==> src/rtl/cpu_types_pkg.sv <==
// Shared CPU types.
// Contents:
//   word_t           32-bit machine word
//   regbits_t        register-file index
//   memstage_state_t MEM-stage controller state
//   WORD_ALIGN_MASK  address bits that must be zero for a word access
package cpu_types_pkg;

  typedef logic [31:0] word_t;
  typedef logic [4:0]  regbits_t;

  typedef enum logic [1:0] {
    IDLE,
    REQ,
    HALTED
  } memstage_state_t;

  localparam logic [1:0] WORD_ALIGN_MASK = 2'b11;

endpackage

==> src/rtl/mem_access_wb_reg.sv <==
// MEM/WB output register bank.
// Each edge either loads a completed instruction (i_load=1) or inserts a
// bubble (valid, rf_write and fault cleared, payload held). Halt is sticky
// until reset.
// Ports:
//   i_clk, i_rst      clock, synchronous active-high reset
//   i_load            a completed instruction enters WB this edge
//   i_rf_write..i_fault  payload of that instruction
//   o_valid..o_fault  registered WB outputs
module mem_access_wb_reg
  import cpu_types_pkg::*;
(
  input  logic     i_clk,
  input  logic     i_rst,
  input  logic     i_load,
  input  logic     i_rf_write,
  input  regbits_t i_wsel,
  input  word_t    i_wdat,
  input  word_t    i_pc,
  input  logic     i_halt,
  input  logic     i_fault,
  output logic     o_valid,
  output logic     o_rf_write,
  output regbits_t o_wsel,
  output word_t    o_wdat,
  output word_t    o_pc,
  output logic     o_halt,
  output logic     o_fault
);

  logic     r_valid;
  logic     r_rf_write;
  regbits_t r_wsel;
  word_t    r_wdat;
  word_t    r_pc;
  logic     r_halt;
  logic     r_fault;

  always_ff @(posedge i_clk) begin
    if (i_rst) begin
      r_valid    <= 1'b0;
      r_rf_write <= 1'b0;
      r_wsel     <= '0;
      r_wdat     <= '0;
      r_pc       <= '0;
      r_halt     <= 1'b0;
      r_fault    <= 1'b0;
    end else if (i_load) begin
      r_valid    <= 1'b1;
      r_rf_write <= i_rf_write;
      r_wsel     <= i_wsel;
      r_wdat     <= i_wdat;
      r_pc       <= i_pc;
      r_halt     <= r_halt | i_halt;
      r_fault    <= i_fault;
    end else begin
      r_valid    <= 1'b0;
      r_rf_write <= 1'b0;
      r_fault    <= 1'b0;
    end
  end

  assign o_valid    = r_valid;
  assign o_rf_write = r_rf_write;
  assign o_wsel     = r_wsel;
  assign o_wdat     = r_wdat;
  assign o_pc       = r_pc;
  assign o_halt     = r_halt;
  assign o_fault    = r_fault;

endmodule

==> src/rtl/mem_access_stage.sv <==
// MEM pipeline stage: issues dcache requests, holds them until dhit, stalls
// upstream while a request is outstanding and registers the WB-bound result.
// Ports:
//   CLK, RST                      clock, synchronous active-high reset
//   ex_*                          EX/MEM latch contents
//   dhit, dmemload                dcache completion and load data
//   dmemREN/WEN/addr/store        dcache request (one-hot REN/WEN)
//   mem_stall                     hold upstream stages this cycle
//   wb_*                          MEM/WB latch contents
//   stall_cnt                     saturating count of stall cycles
module mem_access_stage
  import cpu_types_pkg::*;
#(
  parameter bit          ALIGN_CHECK = 1'b1,
  parameter int unsigned STALL_CNT_W = 32
) (
  input  logic                   CLK,
  input  logic                   RST,
  input  logic                   ex_valid,
  input  logic                   ex_dREN,
  input  logic                   ex_dWEN,
  input  word_t                  ex_result,
  input  word_t                  ex_store,
  input  word_t                  ex_pc,
  input  logic                   ex_rf_write,
  input  regbits_t               ex_wsel,
  input  logic                   ex_halt,
  input  logic                   dhit,
  input  word_t                  dmemload,
  output logic                   dmemREN,
  output logic                   dmemWEN,
  output word_t                  dmemaddr,
  output word_t                  dmemstore,
  output logic                   mem_stall,
  output logic                   wb_valid,
  output logic                   wb_rf_write,
  output regbits_t               wb_wsel,
  output word_t                  wb_wdat,
  output word_t                  wb_pc,
  output logic                   wb_halt,
  output logic                   wb_fault,
  output logic [STALL_CNT_W-1:0] stall_cnt
);

  localparam logic [STALL_CNT_W-1:0] CntOne = {{(STALL_CNT_W-1){1'b0}}, 1'b1};

  memstage_state_t r_state;

  // Copy of the outstanding request, owned by REQ.
  logic     r_ren;
  logic     r_wen;
  word_t    r_addr;
  word_t    r_store;
  word_t    r_pc;
  regbits_t r_wsel;
  logic     r_rf_write;
  logic     r_halt;

  logic [STALL_CNT_W-1:0] r_stall_cnt;

  logic     w_aligned;
  logic     w_is_mem;
  logic     w_mem_op;
  logic     w_fault;
  logic     w_ren;
  logic     w_wen;
  word_t    w_addr;
  word_t    w_sdata;
  logic     w_stall;
  logic     w_wb_load;
  logic     w_wb_rf_write;
  regbits_t w_wb_wsel;
  word_t    w_wb_wdat;
  word_t    w_wb_pc;
  logic     w_wb_halt;
  logic     w_wb_fault;

  always_comb begin
    w_aligned = !ALIGN_CHECK || ((ex_result[1:0] & WORD_ALIGN_MASK) == 2'b00);
    w_is_mem  = ex_valid & (ex_dREN | ex_dWEN);
    w_mem_op  = w_is_mem & w_aligned;
    w_fault   = w_is_mem & ~w_aligned;

    w_ren         = 1'b0;
    w_wen         = 1'b0;
    w_addr        = ex_result;
    w_sdata       = ex_store;
    w_wb_load     = 1'b0;
    w_wb_rf_write = 1'b0;
    w_wb_wsel     = ex_wsel;
    w_wb_wdat     = ex_result;
    w_wb_pc       = ex_pc;
    w_wb_halt     = 1'b0;
    w_wb_fault    = 1'b0;

    case (r_state)
      IDLE: begin
        // Store wins when both enables are set, keeping requests one-hot.
        w_ren = w_mem_op & ex_dREN & ~ex_dWEN;
        w_wen = w_mem_op & ex_dWEN;
      end
      REQ: begin
        w_ren   = r_ren;
        w_wen   = r_wen;
        w_addr  = r_addr;
        w_sdata = r_store;
      end
      default: ;
    endcase

    if (RST) begin
      w_ren = 1'b0;
      w_wen = 1'b0;
    end

    w_stall = (w_ren | w_wen) & ~dhit;

    case (r_state)
      IDLE: begin
        w_wb_load     = ex_valid & ~w_stall;
        w_wb_rf_write = ex_rf_write & ~ex_dWEN & ~w_fault;
        w_wb_wdat     = w_ren ? dmemload : ex_result;
        w_wb_halt     = ex_halt;
        w_wb_fault    = w_fault;
      end
      REQ: begin
        w_wb_load     = dhit;
        w_wb_rf_write = r_rf_write;
        w_wb_wsel     = r_wsel;
        w_wb_wdat     = r_ren ? dmemload : r_addr;
        w_wb_pc       = r_pc;
        w_wb_halt     = r_halt;
      end
      default: ;
    endcase
  end

  always_ff @(posedge CLK) begin
    if (RST) begin
      r_state     <= IDLE;
      r_ren       <= 1'b0;
      r_wen       <= 1'b0;
      r_addr      <= '0;
      r_store     <= '0;
      r_pc        <= '0;
      r_wsel      <= '0;
      r_rf_write  <= 1'b0;
      r_halt      <= 1'b0;
      r_stall_cnt <= '0;
    end else begin
      if (w_stall && (r_stall_cnt != '1)) begin
        r_stall_cnt <= r_stall_cnt + CntOne;
      end
      case (r_state)
        IDLE: begin
          if (w_stall) begin
            r_ren      <= w_ren;
            r_wen      <= w_wen;
            r_addr     <= ex_result;
            r_store    <= ex_store;
            r_pc       <= ex_pc;
            r_wsel     <= ex_wsel;
            r_rf_write <= ex_rf_write & ~ex_dWEN;
            r_halt     <= ex_halt;
            r_state    <= REQ;
          end else if (w_wb_load && ex_halt) begin
            r_state <= HALTED;
          end
        end
        REQ: begin
          if (dhit) begin
            r_state <= r_halt ? HALTED : IDLE;
          end
        end
        HALTED:  r_state <= HALTED;
        default: r_state <= IDLE;
      endcase
    end
  end

  mem_access_wb_reg u_wb_reg (
    .i_clk      (CLK),
    .i_rst      (RST),
    .i_load     (w_wb_load),
    .i_rf_write (w_wb_rf_write),
    .i_wsel     (w_wb_wsel),
    .i_wdat     (w_wb_wdat),
    .i_pc       (w_wb_pc),
    .i_halt     (w_wb_halt),
    .i_fault    (w_wb_fault),
    .o_valid    (wb_valid),
    .o_rf_write (wb_rf_write),
    .o_wsel     (wb_wsel),
    .o_wdat     (wb_wdat),
    .o_pc       (wb_pc),
    .o_halt     (wb_halt),
    .o_fault    (wb_fault)
  );

  // Address and store data read as zero when no request is active.
  assign dmemREN   = w_ren;
  assign dmemWEN   = w_wen;
  assign dmemaddr  = (w_ren | w_wen) ? w_addr : '0;
  assign dmemstore = w_wen ? w_sdata : '0;
  assign mem_stall = w_stall;
  assign stall_cnt = r_stall_cnt;

endmodule

==> config.mk <==
export PLATFORM = sky130hd
export DESIGN_NAME = mem_access_stage
export DESIGN_NICKNAME = d
export VERILOG_FILES = /design/src/rtl/cpu_types_pkg.sv /design/src/rtl/mem_access_wb_reg.sv /design/src/rtl/mem_access_stage.sv
export SDC_FILE = /design/constraint.sdc
export NUM_CORES = 1
export LEC_CHECK = 0
export CAP_MARGIN = 30
export CORE_ASPECT_RATIO = 1.4
export CORE_MARGIN = 3
export CORE_UTILIZATION = 50
export CTS_CLUSTER_DIAMETER = 200
export CTS_CLUSTER_SIZE = 28
export DETAILED_ROUTE_END_ITERATION = 16
export GPL_TIMING_DRIVEN = 0
export PLACE_DENSITY_LB_ADDON = 0.12
export SKIP_CTS_REPAIR_TIMING = 1
export SLEW_MARGIN = 25
export SYNTH_ARGS = -nofsm -noshare
export SYNTH_HDL_FRONTEND = slang
export SYNTH_SLANG_ARGS = --single-unit
==> constraint.sdc <==
create_clock -name CLK -period 3.94 [get_ports CLK]
set_input_delay 0.394 -clock CLK [delete_from_list [all_inputs] [get_ports CLK]]
set_output_delay 0.394 -clock CLK [all_outputs]
set_load 0.02 [all_outputs]
# --- After elaboration in Yosys (flattened, before gate mapping) ---
# Cells that the tools add are included.
# W data, S select, Z words.
word_totals:
  register_bits: 212
  latch_bits: 0
  ramBits: 0
  mem_bits_ro: 0
  input_bits: 141
  out_inout_bits: 172
  mem_count: 0
op_classes:
  n_addsub: 1
  mul: 0
  div: 0
  order_cmp: 0
  eq_ne: 5
  shifts: 0
  n_mux: 22
  bitwise: 20
  n_reduce_logical: 8
ops:
  columns: ["cell", "n"]
  rows:
  - ["$mux W32", 7]
  - ["$pmux W32 S2", 1]
  - ["$add A32 B1 Y32 const B", 1]
  - ["$ne A32 B32 Y1 const B", 1]
  - ["$and A1 B1 Y1", 10]
  - ["$pmux W1 S2", 5]
  - ["$mux W2", 4]
  - ["$not A1 Y1", 7]
  - ["$pmux W2 S3", 1]
  - ["$mux W5", 1]
  - ["$logic_not A2 Y1", 2]
  - ["$reduce_and A2 Y1", 2]
  - ["$mux W1", 3]
  - ["$ne A3 B3 Y1 const B", 1]
  - ["$or A1 B1 Y1", 3]
  - ["$reduce_or A3 Y1", 1]
  - ["$eq A2 B1 Y1 const B", 1]
  - ["$eq A2 B2 Y1 const B", 1]
  - ["$logic_and A1 B1 Y1", 2]
  - ["$ne A2 B2 Y1 const B", 1]
  - ["$reduce_or A2 Y1", 1]

# --- Longest topological paths before layout ---
# Gate-level depths: netlist of the first run.
depth:
  ltp_word: 16
  depth_mapped: 10

# --- Hierarchy ---
# A second synthesis of the first run with hierarchy kept.
hier_totals:
  hier_cells: 1382
  area_unflattened_um2: 10402.5
modules_own_cells:
  columns: ["module", "n_inst", "cells_each", "area_each_um2"]
  rows:
  - ["mem_access_stage", 1, 1150, 7780.0]
  - ["mem_access_wb_reg", 1, 232, 2622.5]

# --- Worst setup path before layout of the first run ---
# Ideal clock, no wire load.
synth_timing:
  path_kind: "reg2out"
  from: "register r_state[1]"
  to: "output dmemaddr[10]"
  t_arrival_ns: 2.010
  required_ns: 3.546
  path_slack_ns: 1.536
  stages_incl_launch_ff: 8
  path_buffers: 2
  cell_sequence: "dfxtp_1 buf_2 nor3b_1 nand4b_1 a21oi_1 nor2_1 clkbuf_1 a21oi_1"
synth_between:
  elab_chain_len: 5
  word_cells_on_any_way: 9
  cone_classes: "eq/ne: 1; mux: 6; bitwise: 1; reduce/logical: 1"
synth_rtl:
  columns: ["element", "line", "text"]
  rows:
  - ["start: declaration", "mem_access_stage.sv:47", "memstage_state_t r_state;"]
  - ["start signal: assignment", "mem_access_stage.sv:172", "r_state <= r_halt ? HALTED : IDLE;"]
  - ["$eq A2 B1 Y1 / $logic_not A2 Y1 (equally long branches)", "mem_access_stage.sv:96", "case (r_state)"]
  - ["$pmux W1 S2 *", "mem_access_stage.sv:96", null]
  - ["$mux W1 *", "mem_access_stage.sv:111", "if (RST) begin"]
  - ["via dmemREN", "mem_access_stage.sv:30", "output logic dmemREN,"]
  - ["$or A1 B1 Y1 *", "mem_access_stage.sv:203", "assign dmemaddr = (w_ren | w_wen) ? w_addr : '0;"]
  - ["$mux W32 *", "mem_access_stage.sv:203", null]
  - ["end: declaration", "mem_access_stage.sv:32", "output word_t dmemaddr,"]
# The timed path passes the listed nets; every way through them passes the cells marked *.

# --- Final worst setup path of the first run ---
layout_timing:
  from: "register r_state[0]"
  to: "output dmemaddr[1]"
layout_between:
  elab_chain_len: 5
  word_cells_on_any_way: 9
  cone_classes: "eq/ne: 1; mux: 6; bitwise: 1; reduce/logical: 1"
layout_rtl:
  columns: ["element", "line"]
  rows:
  - ["$eq A2 B1 Y1 / $logic_not A2 Y1 (equally long branches)", "mem_access_stage.sv:96"]
  - ["$pmux W1 S2", "mem_access_stage.sv:96"]
  - ["$mux W1", "mem_access_stage.sv:111"]
  - ["$or A1 B1 Y1", "mem_access_stage.sv:203"]
  - ["$mux W32 *", "mem_access_stage.sv:203"]
# Every way passes the cells marked *; elsewhere a longest branch is shown, timed or not.

==> out/metrics.json, run 1 <==
{
  "result_of_the_run": {"value": "finished clean"},
  "routed_wirelength": {"value": 33300, "unit": "µm"},
  "crit_path_max_cell_delay": {"value": 670, "unit": "ps"},
  "tns": {"value": 0, "unit": "ps"},
  "final.setup.worst_slack": {"value": 188, "unit": "ps"},
  "worst_pin_slew": {"value": 932, "unit": "ps"},
  "detailedRoute.firstPassIterationCount": {"value": 6},
  "crit_path_frequent_cell": {"value": "nand2_1"},
  "final_area": {"value": 13200, "unit": "µm²"},
  "headroom_to_the_max_slew_limit": {"value": 37.8, "unit": "%"},
  "dp_hpwl": {"value": 24600, "unit": "µm"},
  "vdd_ir_drop_max": {"value": 242, "unit": "µV"},
  "synth_ff_type": {"value": "dfxtp_1"},
  "critical_path.slowest_cell": {"value": "clkdlybuf4s50_1"},
  "ports": {"value": 313},
  "post-synth-top-area-fraction": {"value": 44.8, "unit": "%"},
  "clk_transition_reported_paths": {"value": 110, "unit": "ps"},
  "grt_max_degree": {"value": 29},
  "max_cap_viol_count": {"value": 0},
  "wl_per_cell": {"value": 18.1, "unit": "µm"},
  "cts_bufs_inserted": {"value": 11},
  "maxUsedRoutingLayer": {"value": "met4"},
  "dp_worst_setup_slack": {"value": 262, "unit": "ps"},
  "drt.antenna.violating_nets": {"value": 0},
  "skew": {"value": 18.8, "unit": "ps"},
  "area_growth": {"value": 39.2, "unit": "%"},
  "finalCritPeriodShare": {"value": 95.2, "unit": "%"},
  "yosys_warnings": {"value": 0},
  "grt_first_pass_wirelength": {"value": 51400, "unit": "µm"},
  "cts_tree": {"value": "yes"},
  "grt_setup_unrepaired": {"value": "false"},
  "most_instantiated_library_cell_after_synthesis": {"value": "nand2_1"},
  "synth.top_cells.by_count": {"value": "nand2_1, a21oi_1, dfxtp_1"},
  "root_buffer": {"value": "clkbuf_16"},
  "gr-total-overflow": {"value": 0},
  "num_vias": {"value": 10700},
  "clock.fmax": {"value": 266, "unit": "MHz"},
  "critical_path.startpoint_type": {"value": "register"},
  "proportion_of_layout_cells_with_a_drive_suffix_above_1": {"value": 2.56, "unit": "%"},
  "period_needed": {"value": 3750, "unit": "ps"},
  "fin_nets": {"value": 1747},
  "clkLatencyLatePin": {"value": 470, "unit": "ps"},
  "synth_cell_area": {"value": 9480, "unit": "µm²"},
  "vias_per_cell": {"value": 5.77},
  "synth_area_leader_cell": {"value": "dfxtp_1"},
  "setup_viol_count_final": {"value": 0},
  "port_buffers": {"value": 311},
  "syn_nets": {"value": 1423},
  "post_synth_num_cell_types": {"value": 48},
  "finish.utilization": {"value": 72.1, "unit": "%"},
  "core.rowCount": {"value": 58},
  "ys_seq_elements": {"value": 212},
  "timing_hold_violations_final": {"value": 0},
  "synth_async_sr_flop_share": {"value": 0, "unit": "%"},
  "number_of_synthesized_flops_with_an_enable_pin": {"value": 0},
  "core-area": {"value": 18300, "unit": "µm²"},
  "placed_area": {"value": 12900, "unit": "µm²"},
  "critical_path_arrival": {"value": 3360, "unit": "ps"},
  "reg2reg_from": {"value": "r_state[1]$_SDFFE_PP0P_"},
  "h-tree-depth": {"value": 1},
  "power_density": {"value": 318, "unit": "nW/µm²"},
  "p_leak": {"value": 4.47, "unit": "nW"},
  "ctsLongestPathBuffers": {"value": 3},
  "grt_antenna_before_repair": {"value": 2},
  "wl_met2": {"value": 16800, "unit": "µm"},
  "drt_iter0_markers": {"value": 1071},
  "die_width": {"value": 122, "unit": "µm"},
  "met3RoutedLength": {"value": 2510, "unit": "µm"},
  "yosys-top-cells-area": {"value": "dfxtp_1, nand2_1, a21oi_1"},
  "clock_sinks": {"value": 212},
  "die-area": {"value": 20700, "unit": "µm²"},
  "ys_seq_area_share": {"value": 44.8, "unit": "%"},
  "global_route.usage.total": {"value": 30.7, "unit": "%"},
  "crit_start": {"value": "r_state[0]$_SDFFE_PP0P_"},
  "initial_core_util": {"value": 51.8, "unit": "%"},
  "crit_chain": {"value": "nor2b_1 > clkbuf_1 > nand2_1 > nand2_1 > nand2_1 > inv_1 > nor2_1 > clkbuf_1 > a21oi_1 > clkdlybuf4s50_1"},
  "die_height": {"value": 169, "unit": "µm"},
  "synthCells": {"value": 1281},
  "crit_fanout": {"value": 10},
  "postSynthAreaPerCell": {"value": 7.40, "unit": "µm²"},
  "end_kind": {"value": "primary output"},
  "kind_of_path_behind_the_tightest_hold_check": {"value": "register to register"},
  "grt_pass1_vias": {"value": 10100},
  "hold_path.startpoint": {"value": "r_store[21]$_SDFFE_PP0P_"},
  "drt_drc_violations_left": {"value": 0},
  "cp.required": {"value": 3550, "unit": "ps"},
  "setup.worst_path.class": {"value": "register to primary output"},
  "maxSlewViolCount": {"value": 0},
  "drt-met1-wl": {"value": 12500, "unit": "µm"},
  "gp_congestion": {"value": 0.908}
}
path summary, 6_finish.rpt:
check,endpoint,slack (ps),depth (start not counted)
setup / recovery,dmemaddr[1],190,10
hold / removal,r_store[21]$_SDFFE_PP0P_,460,2
setup reg to reg,r_store[2]$_SDFFE_PP0P_,920,8
hold reg to reg,r_store[21]$_SDFFE_PP0P_,460,2
registers in the layout, indices dropped and copies added, names as in the netlist:
signal and count:
r_addr 32, r_pc 32, r_store 32, stall_cnt 32, u_wb_reg.o_pc 32, u_wb_reg.o_wdat 32, r_wsel 5, u_wb_reg.o_wsel 5
r_state 2, r_halt 1, r_ren 1, r_rf_write 1, r_wen 1, u_wb_reg.o_fault 1, u_wb_reg.o_halt 1, u_wb_reg.o_rf_write 1
u_wb_reg.o_valid 1
layout make-up:
cell class | count | area (µm²)
Clock buffer | 11 | 275
Tap cell | 240 | 300
Buffer | 110 | 437
Fill cell | 1575 | 5100
Timing Repair Buffer | 311 | 3110
Clock inverter | 1 | 16.3
Antenna cell | 2 | 5.00
Inverter | 7 | 26.3
Sequential cell | 212 | 4240
Multi-Input combinational cell | 952 | 4770
layer usage:
layer  global-route usage (%)  vias to the layer above
met1                     35.2                     5022
met2                     54.1                      421
met3                     6.78                       90
li1                         -                     5119
met4                     13.3                        0
met5                        0                        -
power breakdown:
group,internal [mW],switching [mW]
Sequential,2.22,0.0418
Combinational,0.341,0.372
Clock,0.515,0.705
layout by cell type, fill, tap and decap left out, types with 2 or more instances in the layout:
cell type / netlist / routed
or3_1: 9 / 9
o31ai_1: 17 / 17
nor2_1: 63 / 63
buf_1: 5 / 4
nand4b_1: 2 / 2
a21oi_1: 226 / 226
nor2b_1: 5 / 5
inv_1: 7 / 7
nor3_1: 3 / 3
diode_2: 0 / 2
dfxtp_1: 212 / 212
clkbuf_2: 0 / 3
and4_1: 3 / 3
nand2_1: 428 / 428
nand3_2: 2 / 2
or2_2: 2 / 2
nand2b_1: 3 / 3
o311ai_0: 4 / 4
nor4_1: 3 / 3
and3_1: 4 / 4
o21ai_0: 36 / 36
a222oi_1: 30 / 30
clkbuf_1: 89 / 87
clkbuf_16: 0 / 11
clkdlybuf4s50_1: 0 / 311
nor3b_1: 2 / 2
mux2i_1: 5 / 5
nand4_1: 9 / 9
a21boi_0: 2 / 2
buf_2: 16 / 16
nand3_1: 12 / 12
o41ai_1: 5 / 5
or4_1: 18 / 18
mux2_2: 3 / 3
a311oi_1: 38 / 38
a22oi_1: 2 / 2
critical path, delay by kind of cell, from the launching register on:
| kind | cells | cell delay (ps) |
|---|---|---|
| buffers and inverters | 4 | 1440 |
| AND/OR/NAND/NOR | 5 | 650 |
| flip-flops | 1 | 460 |
| AO/OA/AOI/OAI | 1 | 340 |
cell families after synthesis:
family                     share of synthesized area, %
adders and majority gates                         0.132
muxes                                             0.884
DFF                                                44.8
and+or+nand+nor                                    25.6
buffers and inverters                              4.84
AOI/OAI and AO/OA                                  23.7
stage by stage:
step	total power, mW	cells	hold WS, ps
floorplan	2.62	1281	437
global placement	3.01	1832	441
detailed placement	3.02	1832	447
CTS	4.20	1844	461
global route	4.33	1846	478
finish	4.19	1846	460
Note: power is estimated with default switching activity, not from simulation.
==> run 2: changes to the inputs <==
- CORE_UTILIZATION: 50 -> 43
- SYNTH_HIERARCHICAL: unset -> 1
- clock period: 3.94 -> 3.1 ns (I/O delays scaled with it)
==> run 2 against run 1 <==
Via count is 2.1% higher. Total power is 27% higher. Register-to-register slack worse by 690 ps. Clock-buffer cell count stayed put. Setup slack better by 16 ps. Critical path type is now input pin to primary output. Largest cell class unchanged. Highest routed layer unchanged.
==> out/metrics.json, run 2 <==
{
  "result_of_the_run": {"value": "finished clean"},
  "kind_of_path_behind_the_tightest_hold_check": {"value": "input pin to register"},
  "h-tree-depth": {"value": 1},
  "critical_path.startpoint_type": {"value": "input pin"},
  "setup.worst_path.class": {"value": "input pin to primary output"},
  "core-area": {"value": 23500, "unit": "µm²"},
  "multi_input_comb_area": {"value": 5530, "unit": "µm²"},
  "core.rowCount": {"value": 66},
  "vias_per_cell": {"value": 5.40},
  "num_vias": {"value": 10900},
  "clk_transition_reported_paths": {"value": 110, "unit": "ps"},
  "critical_path.slowest_cell": {"value": "clkdlybuf4s50_1"},
  "number_of_cells_on_the_critical_path": {"value": 8},
  "die-area": {"value": 26100, "unit": "µm²"},
  "drt_iter0_markers": {"value": 647},
  "mostFrequentLayoutCell": {"value": "nand2_1"},
  "critical_path_arrival": {"value": 2590, "unit": "ps"},
  "post-synth-top-area-fraction": {"value": 40.8, "unit": "%"},
  "wl_met2": {"value": 18000, "unit": "µm"},
  "number_of_fillers_in_the_final_layout": {"value": 2202},
  "drt_drc_violations_left": {"value": 0},
  "gp_congestion": {"value": 0.905},
  "grt_max_degree": {"value": 29},
  "period_needed": {"value": 2900, "unit": "ps"},
  "clkLatencyLatePin": {"value": 480, "unit": "ps"},
  "detailedRoute.firstPassIterationCount": {"value": 5},
  "grt_first_pass_wirelength": {"value": 55700, "unit": "µm"},
  "p_leak": {"value": 6.40, "unit": "nW"},
  "area_growth": {"value": 38.7, "unit": "%"},
  "ff2ff_setup_slack": {"value": 230, "unit": "ps"},
  "maxSlewViolCount": {"value": 0},
  "crit_fanout": {"value": 10},
  "worstSetupEndpoint": {"value": "dmemstore[13]"},
  "cts_tree": {"value": "yes"},
  "setup_viol_count_final": {"value": 0},
  "ys_seq_elements": {"value": 212},
  "most_instantiated_library_cell_after_synthesis": {"value": "nand2_1"},
  "proportion_of_layout_cells_with_a_drive_suffix_above_1": {"value": 5.17, "unit": "%"},
  "die_width": {"value": 137, "unit": "µm"},
  "die_height": {"value": 190, "unit": "µm"},
  "fin_nets": {"value": 1846},
  "grt_pass1_vias": {"value": 10400},
  "headroom_to_the_max_slew_limit": {"value": 40.8, "unit": "%"},
  "grt_antenna_before_repair": {"value": 4},
  "cts_bufs_inserted": {"value": 11},
  "power_density": {"value": 370, "unit": "nW/µm²"},
  "met3RoutedLength": {"value": 2390, "unit": "µm"},
  "synth_async_sr_flop_share": {"value": 0, "unit": "%"},
  "skew": {"value": 23.3, "unit": "ps"},
  "post_synth_num_cell_types": {"value": 48},
  "reg2reg_from": {"value": "r_state[1]$_SDFFE_PP0P_"},
  "finalCritPeriodShare": {"value": 93.4, "unit": "%"},
  "ctsLongestPathBuffers": {"value": 3},
  "dp_hpwl": {"value": 26600, "unit": "µm"},
  "synth_area_leader_cell": {"value": "dfxtp_1"},
  "max_cap_viol_count": {"value": 0},
  "seqCellArea": {"value": 4240, "unit": "µm²"},
  "clock_sinks": {"value": 212},
  "placed_area": {"value": 13900, "unit": "µm²"},
  "final_area": {"value": 14400, "unit": "µm²"},
  "clock.fmax": {"value": 345, "unit": "MHz"},
  "synthCells": {"value": 1382},
  "timing_hold_violations_final": {"value": 0},
  "path_buf_inv": {"value": 3},
  "design_power_total": {"value": 5.34, "unit": "mW"},
  "timing.reg2reg.worst_path_depth": {"value": 12},
  "worst_pin_slew": {"value": 888, "unit": "ps"},
  "cp.required": {"value": 2790, "unit": "ps"},
  "routed_wirelength": {"value": 36500, "unit": "µm"},
  "grt_setup_unrepaired": {"value": "true"},
  "crit_chain": {"value": "clkdlybuf4s50_1 > or3b_4 > nor2_1 > a22oi_1 > or2_2 > buf_2 > a21oi_1 > dlymetal6s2s_1"},
  "ys_seq_area_share": {"value": 40.8, "unit": "%"},
  "end_kind": {"value": "primary output"},
  "worst_reg2reg_path_endpoint": {"value": "u_wb_reg/o_pc[0]$_SDFFE_PP0P_"},
  "crit_start": {"value": "ex_valid"},
  "root_buffer": {"value": "clkbuf_16"},
  "wl_per_cell": {"value": 18.1, "unit": "µm"},
  "crit_path_max_cell_delay": {"value": 530, "unit": "ps"},
  "drt.antenna.violating_nets": {"value": 0},
  "yosys_warnings": {"value": 6},
  "syn_nets": {"value": 1524},
  "ports": {"value": 313},
  "vdd_ir_drop_max": {"value": 300, "unit": "µV"},
  "maxUsedRoutingLayer": {"value": "met4"},
  "yosys-top-cells-area": {"value": "dfxtp_1, nand2_1, mux2i_1"},
  "worst_path_dominant_cell_family": {"value": "buffers and inverters"},
  "layout.cells.most_common_list": {"value": "nand2_1, clkdlybuf4s50_1, dfxtp_1"},
  "gr-total-overflow": {"value": 0},
  "port_buffers": {"value": 312},
  "synth.top_cells.by_count": {"value": "nand2_1, dfxtp_1, a21oi_1"},
  "synth_cell_area": {"value": 10400, "unit": "µm²"},
  "drt-met1-wl": {"value": 15100, "unit": "µm"},
  "synth_ff_type": {"value": "dfxtp_1"},
  "number_of_synthesized_flops_with_an_enable_pin": {"value": 0},
  "global_route.usage.total": {"value": 26.6, "unit": "%"},
  "postSynthAreaPerCell": {"value": 7.53, "unit": "µm²"},
  "initial_core_util": {"value": 44.2, "unit": "%"}
}
run 2: tightest hold or removal path, delay by kind of cell:
kind	cells	cell delay, ps
buffers and inverters	1	420
AO/OA/AOI/OAI	1	50
AND/OR/NAND/NOR	1	60
run 2: metal layers:
metal | global-route usage (%) | vias to the layer above
li1 | - | 5317
met1 | 34.1 | 5122
met2 | 45.3 | 377
met3 | 3.99 | 55
met4 | 9.18 | 0
met5 | 0 | -
run 2: area by class of cell:
class	instances	area share (%)
Timing Repair Buffer	312	22.7
Clock inverter	1	0.113
Inverter	9	0.234
Buffer	112	4.54
Multi-Input combinational cell	1046	38.3
Antenna cell	4	0.0694
Tap cell	306	2.65
Sequential cell	212	29.4
Clock buffer	11	1.91
run 2: power breakdown:
part           switching (mW)  total, mW  internal, mW
registers              0.0438       2.85          2.80
clock network           0.920       1.58         0.656
logic                   0.451      0.913         0.462
run 2: through the flow:
stage / TNS (ps) / hold WS (ps) / util [%] / setup slack [ps] / instances
after global placement: -70430 / 442 / 59.1 / -654 / 2000
after floorplan: 0 / 436 / - / 371 / 1382
after CTS: -68930 / 389 / 60.3 / -839 / 2012
after global routing: -9.19 / 393 / 61.3 / -9.19 / 2013
after detailed placement: -75820 / 447 / 59.1 / -725 / 2000
final: 0 / 405 / 61.3 / 203 / 2013
run 2: worst min-delay path by stage:
stage | startpoint | to | slack, ps | depth (start not counted)
finish | ex_store[0] | r_store[0]$_SDFFE_PP0P_ | 400 | 3
floorplan | r_rf_write$_SDFFE_PP0P_ | r_rf_write$_SDFFE_PP0P_ | 440 | 2
CTS | ex_store[14] | r_store[14]$_SDFFE_PP0P_ | 390 | 3
global placement | r_pc[8]$_SDFFE_PP0P_ | r_pc[8]$_SDFFE_PP0P_ | 440 | 2
detailed placement | r_store[28]$_SDFFE_PP0P_ | r_store[28]$_SDFFE_PP0P_ | 450 | 2
global route | ex_store[14] | r_store[14]$_SDFFE_PP0P_ | 390 | 3
run 2: cells by family after synthesis:
group / count (synthesis) / share of synthesized area, %
compound gates: 258 / 15.0
fa+ha+maj: 1 / 0.120
buf+inv: 124 / 6.37
flops: 212 / 40.8
mux: 108 / 10.5
simple gates: 679 / 27.2
